File: config.mk
export PLATFORM = sky130hd
export DESIGN_NAME = dft_16to8_ctrl
export DESIGN_NICKNAME = d
export VERILOG_FILES = /design/src/rtl/dft_16to8_ctrl.sv
export SDC_FILE = /design/constraint.sdc
export NUM_CORES = 1
export LEC_CHECK = 0
export ABC_AREA = 1
export CORE_MARGIN = 1.5
export CORE_UTILIZATION = 35
export CTS_CLUSTER_DIAMETER = 80
export DETAILED_ROUTE_END_ITERATION = 8
export PLACE_DENSITY_LB_ADDON = 0.25
export SLEW_MARGIN = 20
export SYNTH_ARGS = -nofsm -noshare
export SYNTH_HDL_FRONTEND = slang
export SYNTH_SLANG_ARGS = --single-unit
File: constraint.sdc
create_clock -name clk -period 3.4 [get_ports clk]
set_input_delay 0.68 -clock clk [delete_from_list [all_inputs] [get_ports clk]]
set_output_delay 0.68 -clock clk [all_outputs]
set_load 0.005 [all_outputs]
File: src/rtl/dft_16to8_ctrl.sv
// dft_16to8_ctrl: frame sequencer for the dft_16to8 radix stage.
//
// Deserialises 32 real input samples into the fa/fb operand banks, latches
// the twiddle set, waits SETTLE_CYC cycles for the combinational datapath,
// snapshots the 32 complex results and streams them out with valid/ready.
//
// Ports:
//   clk, rst_n         clock (rising edge), asynchronous active-low reset
//   start, abort       frame start (IDLE only), synchronous abort (any state)
//   cfg_tw_set/tw_set  twiddle set in / latched twiddle set to ROM
//   in_valid/in_ready/in_data       serial sample input
//   fa_bus, fb_bus     operand banks, element 0 at the LSBs
//   res_bus            datapath results, slot k = {imag, real}, real at LSBs
//   out_valid/out_ready/out_r/out_i/out_idx/out_last   serial result output
//   busy, done         state != IDLE, one-cycle pulse after the last result
//   frame_cnt          completed-frame counter (only with DFT_CTRL_FRMCNT_EN)
//
// Optional feature macro: DFT_CTRL_FRMCNT_EN

module dft_16to8_ctrl #(
    parameter int IN_W       = 8,
    parameter int OUT_W      = 8,
    parameter int TWS_W      = 3,
    parameter int SETTLE_CYC = 2
) (
    input  logic                 clk,
    input  logic                 rst_n,
    input  logic                 start,
    input  logic                 abort,
    input  logic [TWS_W-1:0]     cfg_tw_set,
    output logic [TWS_W-1:0]     tw_set,
    input  logic                 in_valid,
    output logic                 in_ready,
    input  logic [IN_W-1:0]      in_data,
    output logic [16*IN_W-1:0]   fa_bus,
    output logic [16*IN_W-1:0]   fb_bus,
    input  logic [64*OUT_W-1:0]  res_bus,
    output logic                 out_valid,
    input  logic                 out_ready,
    output logic [OUT_W-1:0]     out_r,
    output logic [OUT_W-1:0]     out_i,
    output logic [4:0]           out_idx,
    output logic                 out_last,
    output logic                 busy,
    output logic                 done
`ifdef DFT_CTRL_FRMCNT_EN
    ,
    output logic [15:0]          frame_cnt
`endif
);

    typedef enum logic [1:0] {
        IDLE   = 2'd0,
        LOAD   = 2'd1,
        SETTLE = 2'd2,
        DRAIN  = 2'd3
    } state_t;

    localparam logic [3:0] SETTLE_LAST = (SETTLE_CYC == 0) ? 4'd0 : 4'(SETTLE_CYC - 1);

    state_t               state_q, state_d;
    logic [4:0]           beat_q, beat_d;
    logic [3:0]           settle_q, settle_d;
    logic [4:0]           idx_q, idx_d;
    logic [TWS_W-1:0]     tw_q, tw_d;
    logic [16*IN_W-1:0]   fa_q, fa_d;
    logic [16*IN_W-1:0]   fb_q, fb_d;
    logic [64*OUT_W-1:0]  snap_q, snap_d;
    logic                 pend_q, pend_d;
    logic                 done_q, done_d;
    logic [64*OUT_W-1:0]  snap_src;

    always_comb begin
        state_d  = state_q;
        beat_d   = beat_q;
        settle_d = settle_q;
        idx_d    = idx_q;
        tw_d     = tw_q;
        fa_d     = fa_q;
        fb_d     = fb_q;
        snap_d   = snap_q;
        pend_d   = pend_q;
        done_d   = 1'b0;

        if (abort) begin
            state_d  = IDLE;
            beat_d   = '0;
            settle_d = '0;
            idx_d    = '0;
            pend_d   = 1'b0;
        end else begin
            case (state_q)
                IDLE: begin
                    // The done cycle still belongs to the finishing frame, so a
                    // start coinciding with done is dropped.
                    if (start && !done_q) begin
                        tw_d    = cfg_tw_set;
                        beat_d  = '0;
                        state_d = LOAD;
                    end
                end
                LOAD: begin
                    if (in_valid) begin
                        if (!beat_q[4]) begin
                            fa_d[int'(beat_q[3:0])*IN_W +: IN_W] = in_data;
                        end else begin
                            fb_d[int'(beat_q[3:0])*IN_W +: IN_W] = in_data;
                        end
                        beat_d = beat_q + 5'd1;
                        if (beat_q == 5'd31) begin
                            beat_d   = '0;
                            settle_d = '0;
                            idx_d    = '0;
                            if (SETTLE_CYC == 0) begin
                                // No settle phase: snapshot is taken during the
                                // first DRAIN cycle; res_bus is bypassed until then.
                                state_d = DRAIN;
                                pend_d  = 1'b1;
                            end else begin
                                state_d = SETTLE;
                            end
                        end
                    end
                end
                SETTLE: begin
                    if (settle_q == SETTLE_LAST) begin
                        snap_d   = res_bus;
                        settle_d = '0;
                        idx_d    = '0;
                        state_d  = DRAIN;
                    end else begin
                        settle_d = settle_q + 4'd1;
                    end
                end
                DRAIN: begin
                    if (pend_q) begin
                        snap_d = res_bus;
                        pend_d = 1'b0;
                    end
                    if (out_ready) begin
                        idx_d = idx_q + 5'd1;
                        if (idx_q == 5'd31) begin
                            idx_d   = '0;
                            done_d  = 1'b1;
                            state_d = IDLE;
                        end
                    end
                end
                default: state_d = IDLE;
            endcase
        end
    end

    always_ff @(posedge clk or negedge rst_n) begin
        if (!rst_n) begin
            state_q  <= IDLE;
            beat_q   <= '0;
            settle_q <= '0;
            idx_q    <= '0;
            tw_q     <= '0;
            fa_q     <= '0;
            fb_q     <= '0;
            snap_q   <= '0;
            pend_q   <= 1'b0;
            done_q   <= 1'b0;
        end else begin
            state_q  <= state_d;
            beat_q   <= beat_d;
            settle_q <= settle_d;
            idx_q    <= idx_d;
            tw_q     <= tw_d;
            fa_q     <= fa_d;
            fb_q     <= fb_d;
            snap_q   <= snap_d;
            pend_q   <= pend_d;
            done_q   <= done_d;
        end
    end

`ifdef DFT_CTRL_FRMCNT_EN
    logic [15:0] frame_cnt_q, frame_cnt_d;

    always_comb begin
        frame_cnt_d = frame_cnt_q;
        if (done_d) begin
            frame_cnt_d = frame_cnt_q + 16'd1;
        end
    end

    always_ff @(posedge clk or negedge rst_n) begin
        if (!rst_n) begin
            frame_cnt_q <= '0;
        end else begin
            frame_cnt_q <= frame_cnt_d;
        end
    end

    assign frame_cnt = frame_cnt_q;
`endif

    assign snap_src  = pend_q ? res_bus : snap_q;

    assign tw_set    = tw_q;
    assign fa_bus    = fa_q;
    assign fb_bus    = fb_q;
    assign in_ready  = (state_q == LOAD);
    assign out_valid = (state_q == DRAIN);
    assign out_r     = snap_src[int'(idx_q)*2*OUT_W +: OUT_W];
    assign out_i     = snap_src[int'(idx_q)*2*OUT_W + OUT_W +: OUT_W];
    assign out_idx   = idx_q;
    assign out_last  = (state_q == DRAIN) && (idx_q == 5'd31);
    assign busy      = (state_q != IDLE);
    assign done      = done_q;

endmodule

==> impl_metrics.tcl, run 1 <==
set metrics [dict create \
    status "finished, final reports clean" \
    worstReg2RegStart "beat_q[2]$_DFFE_PN0P_" \
    netlist_area_um2 35570 \
    startpoint_type "flip-flop" \
    io_pins 814 \
    final.min_clock_period_ns 3.366 \
    route.detailed.wl_per_inst_um 23.21 \
    drv_cap 0 \
    io_buffer_count 813 \
    yosysMostFrequentCell "nand2_1" \
    fin_tns_setup_ns 0 \
    dieArea_um2 103600 \
    synthTopCellsByCount "835 x nand2_1, 788 x dfrtp_1, 568 x nor2_1, 397 x mux2_2, 265 x o21ai_0" \
    vias_per_cell 5.133 \
    ys_ff_latch 788 \
    synth_edf_count 0 \
    synth_area_leaders "dfrtp_1 55%, mux2_2 13%, nand2_1 8.8%, nor2_1 6.0%, o21ai_0 3.7%" \
    worstPathCellList "buf_12 -> bufbuf_16 -> nor2_1 -> nor2_1 -> nand2_1 -> nand3_2 -> nand3_2 -> nand2_2 -> nand2_2 -> inv_2 -> dlygate4sd2_1" \
    fillers 9263 \
    drv_slew 0 \
    cts.sinks 788 \
    ff2ff_setup_slack_ns 0.37 \
    drive_gt1_frac 0.1913 \
    vias 31440 \
    grt_overflow 0 \
    syn_nets 4376 \
    cts_tree "yes" \
    core_area_um2 100400 \
    reg2reg_to "fb_bus[55]$_DFFE_PN0P_" \
    skew_ns 0.02012 \
    slew_headroom 0.4020 \
    synthArstFlopShare 1.000 \
    synth_area_leader_cell "dfrtp_1" \
    grt_pass1_wl_um 205900 \
    die_w_um 321.8 \
    drtPass1Iterations 8 \
    crit_fanout 10 \
    drtAntennaViolNets 0 \
    finalCritPeriodShare 0.9901 \
    grt_usage 0.2695 \
    avgSynthCellArea_um2 9.276 \
    worstMarginPinSlew_ns 0.8901 \
    p_per_area_nw_per_um2 532.3 \
    grt_setup_unrepaired "true" \
    max_freq_mhz 297.1 \
    reg2regPathDepth 7 \
    grt_pass1_vias 30670 \
    ys_warn_count 0 \
    postPlaceCellArea_um2 45810 \
    yosysTopAreaCellShare 0.5543 \
    cts_buffers 88 \
    initial_core_util 0.3542 \
    clock_path_buffers 3 \
    syn2layout_area_growth_pct 42.08 \
    fin_nets 5201 \
    hp-class "in2async" \
    final_area_um2 50540 \
    power_mw 26.90 \
    crit_family "buffers and inverters" \
    grt_antenna_before_repair 45 \
    gp_congestion 0.9046 \
    cp.required_ns 2.72 \
    max_stage_delay_ns 0.50 \
    vdd_drop_max_mv 0.3342 \
    fp.dieH_um 321.8 \
    ys_dominant_reg_cell "dfrtp_1" \
    htree_num_levels 3 \
    p_leak_nw 23.25 \
    finalSetupViolCount 0 \
    worstPathArrival_ns 2.69 \
    synth_cell_types 29 \
    crit_path_top_delay_cell "dfrtp_4" \
    routed_wl_um 142100 \
    hpwl_um 104400 \
    holdBufCountCts 0 \
    ys_seq_area_frac 0.5543 \
    worstSetupPathType "reg2out" \
    clk_latency_ns 0.67 \
    grt_max_degree 79 \
    cp-end-kind "output port" \
    synth_cells 3835 \
    clk_pin_slew_ns 0.06 \
    cp_num_buf_inv 4 \
    hold_viol_final 0 \
    drt_iter0_markers 2667 \
    root_buffer "clkbuf_16" \
    drc_errors 0 \
    num_rows 116 \
]
[through the flow]
step                      instances    util  hold WS [ns]  setup WS, ns
final                          6124  0.5032       0.05034       0.03370
after global routing           6116  0.5030       0.07428      -0.04668
after CTS                      6086  0.4998       0.07623      -0.03256
after detailed placement       5886  0.4561        0.4586      -0.07736
after global placement         5886  0.4561        0.4527      -0.06705
after floorplan                3835       -        0.3844         1.036
[layer usage]
layer,global-route usage,wire (um)
met5,0,171
met4,0.1348,6779
met3,0.05238,10380
met2,0.4375,67470
met1,0.3427,57330
[worst max-delay path by stage]
stage	end	cells after the start	startpoint
2_1_floorplan	fa_bus[0]$_DFFE_PN0P_	11	beat_q[2]$_DFFE_PN0P_
3_3_place_gp	out_r[4]	10	out_idx[0]$_DFFE_PN0P_
3_5_place_dp	out_r[4]	10	out_idx[0]$_DFFE_PN0P_
4_1_cts	out_r[7]	13	out_idx[0]$_DFFE_PN0P_
5_1_grt	out_i[4]	13	out_idx[0]$_DFFE_PN0P_
6_report	out_i[0]	11	out_idx[0]$_DFFE_PN0P_
[where the power goes]
group          switching [mW]  total (mW)  internal (mW)
clock                    4.13        9.84           5.71
sequential              0.560        10.9           10.4
combinational            3.48        6.13           2.65
total                    8.17        26.9           18.7
[area by class of cell]
class / count / area, um^2 / share of cell area
repair buffers: 972 / 10350 / 0.2048
multi-input cells: 2617 / 14960 / 0.2960
clock inverters: 39 / 384.1 / 0.007600
diodes: 31 / 77.57 / 0.001535
inverters: 193 / 758.2 / 0.01500
clock buffers: 127 / 2590 / 0.05124
flip-flops and latches: 788 / 19730 / 0.3903
well taps: 1357 / 1698 / 0.03359
[flip-flops by register name, summed over array words and instances (netlist names)]
register	flops
snap_q	512
fa_bus	128
fb_bus	128
beat_q	5
out_idx	5
settle_q	4
tw_set	3
state_q	2
done	1
[logic make-up after synthesis]
logic type,Yosys count,share of synthesized area
compound gates,422,0.05940
xor+xnor,3,0.001266
fa+ha+maj,12,0.004220
buf+inv,430,0.04931
flops,788,0.5543
mux,398,0.1259
simple gates,1782,0.2055
[cell usage in the layout (no fill, tap or decap), drive strengths merged]
cell type      Yosys  routed
nand2            835     835
xor2               2       2
xnor2              1       1
clkdlybuf4s50      0     795
mux2             397     397
clkdlybuf4s15      0       1
dfrtp            788     788
bufinv             0       5
inv              189     194
bufbuf             0       4
or2                1       1
clkinvlp           0       3
clkinv             4      30
mux2i              1       1
clkbuf           101     132
nor3              33      33
o21ai            266     266
nor2             572     572
nand3            248     248
dlygate4sd2        0       2
buf              136     165
a21oi            155     155
nor4               1       1
nand4             92      92
o22ai              1       1
ha                12      12
diode              0      31
[what timing repair did]
item,CTS,global route
endpoints found under the setup margin,17,15
cloned,15,2
pin swaps,77,54
gates resized for setup,268,67
buffers inserted,19,5
endpoints found under the hold margin,0,0
No activity file was read; power rests on OpenSTA's default activity.
==> run 2: changes to the inputs <==
TNS_END_PERCENT = 100   (was not set)
clock period = 4.3 ns   (was 3.4 ns; I/O delays follow)
==> impl_metrics.tcl, run 2 (synthesis gave the netlist of run 1 again) <==
set metrics [dict create \
    global_route.usage.met2 0.4201 \
    worstSetupPathType "reg2out" \
    ff2ff_setup_slack_ns 1.00 \
    cp-end-kind "output port" \
    slew_headroom 0.3670 \
    fin_nets 5130 \
    finalCritPeriodShare 0.9852 \
    worstPathArrival_ns 3.38 \
    hold_viol_final 0 \
    grtUsageMet1 0.3312 \
    worstPathCellList "inv_4 -> buf_12 -> o21ai_0 -> nand3_1 -> nand3_2 -> nand2_1 -> nand2_1 -> inv_1 -> clkdlybuf4s50_1" \
    clk_latency_ns 0.68 \
    grt_overflow 0 \
    cp_num_buf_inv 4 \
    gp_congestion 0.9098 \
    hpwl_um 103400 \
    crit_path_top_delay_cell "dfrtp_4" \
    cts_tree "yes" \
    drv_cap 0 \
    cp.required_ns 3.44 \
    route.detailed.wl_per_inst_um 22.78 \
    die_w_um 321.8 \
    io_pins 814 \
    grt_setup_unrepaired "true" \
    max_stage_delay_ns 0.61 \
    clock_path_buffers 3 \
    postPlaceCellArea_um2 45410 \
    layout_commonest_cell "nand2_1" \
    clk_pin_slew_ns 0.06 \
    vias 30760 \
    cpMostUsedCell "nand2_1" \
    status "finished, final reports clean" \
    cts.sinks 788 \
    drv_slew 0 \
    worstReg2RegStart "beat_q[0]$_DFFE_PN0P_" \
    most-common-layout-cells "835 x nand2_1, 812 x clkdlybuf4s50_1, 785 x dfrtp_1, 567 x nor2_1, 397 x mux2_2" \
    final_area_um2 48660 \
    initial_core_util 0.3542 \
    busiest_layer "met2" \
    hold_ws_ns 0.2751 \
    p_per_area_nw_per_um2 430.4 \
    largest_register "snap_q" \
    hp-class "in2async" \
    root_buffer "clkbuf_16" \
    grt_pass1_wl_um 198600 \
    max_freq_mhz 236.1 \
    largest_reg_flops 512 \
    fp.dieH_um 321.8 \
    vias_per_cell 5.091 \
    reg2regPathDepth 6 \
    final.min_clock_period_ns 4.236 \
    num_rows 116 \
    grt_antenna_before_repair 43 \
    grt_pass1_vias 29980 \
    grt_max_degree 122 \
    syn2layout_area_growth_pct 36.79 \
    dieArea_um2 103600 \
    use_met3 0.05527 \
    drt_iter0_markers 2894 \
    skew_ns 0.02704 \
    routed_wl_um 137600 \
    vdd_drop_max_mv 0.2957 \
    startpoint_type "flip-flop" \
    p_leak_nw 22.55 \
    cts_buffers 90 \
    worstMarginPinSlew_ns 0.9495 \
    grt_usage 0.2601 \
    io_buffer_count 813 \
    core_area_um2 100400 \
    finalSetupViolCount 0 \
    crit_fanout 59 \
    power_mw 20.95 \
    crit_family "buffers and inverters" \
    drtPass1Iterations 6 \
    htree_num_levels 3 \
    drtAntennaViolNets 0 \
    holdBufCountCts 0 \
    drc_errors 0 \
    drive_gt1_frac 0.1391 \
    reg2reg_to "fb_bus[14]$_DFFE_PN0P_" \
]
[run 2: cell types whose count changed in the layout (fill, tap and decap cells not counted), moves of 28 or more]
cell,change
nand2_1,+33
nor2_1,+38
nand3_2,-49
nand2_2,-28
buf_4,-29
nand3_1,+64
[run 2: per-layer routing]
metal  wire, um  part of all wire  vias up
li1           -                 -    14140
met5        179            0.0013        -
met4       5835             0.042       28
met3      10140             0.074      234
met1      56420              0.41    15090
met2      65070              0.47     1262
[run 2: worst max-delay path by stage]
stage / from / to / slack [ns] / cells after the start
floorplan: out_idx[1]$_DFFE_PN0P_ / out_i[2] / 1.84 / 10
global placement: out_idx[0]$_DFFE_PN0P_ / out_r[3] / 0.55 / 10
detailed placement: out_idx[0]$_DFFE_PN0P_ / out_r[3] / 0.59 / 10
CTS: out_idx[1]$_DFFE_PN0P_ / out_r[3] / 0.03 / 11
global route: out_idx[0]$_DFFE_PN0P_ / out_r[2] / -0.0004 / 11
finish: out_idx[0]$_DFFE_PN0P_ / out_r[3] / 0.06 / 9
[run 2: layout make-up]
cell class,instances,area [um^2]
Clock inverter,32,465.4
Clock buffer,130,2614
Antenna cell,26,65.06
Sequential cell,788,19730
Inverter,193,734.5
Tap cell,1357,1698
Timing Repair Buffer,899,9211
Fill cell,9588,51780
Multi-Input combinational cell,2617,14140
[run 2: metrics by stage]
| step | setup TNS [ns] | worst slack (ns) | instances | utilization |
|---|---|---|---|---|
| finish | 0 | 0.06384 | 6042 | 0.4845 |
| detailed placement | 0 | 0.5906 | 5852 | 0.4521 |
| CTS | 0 | 0.02657 | 6016 | 0.4837 |
| floorplan | 0 | 1.840 | 3835 | - |
| global route | -0.0004319 | -0.0004319 | 6036 | 0.4843 |
| global placement | 0 | 0.5545 | 5852 | 0.4521 |
[run 2: what timing repair did]
action / in CTS / in global routing
gates resized for setup: 5 / 3
setup endpoints to repair: 3 / 3
setup buffers: 0 / 0
cloned: 2 / 0
[run 2: report_power, final]
group / leakage (nW) / switching [mW] / total [mW] / internal [mW]
Combinational: 10.7 / 2.52 / 4.27 / 1.75
Sequential: 10.3 / 0.425 / 8.63 / 8.20
Clock: 1.52 / 3.32 / 8.05 / 4.74
Total: 22.6 / 6.26 / 20.9 / 14.7
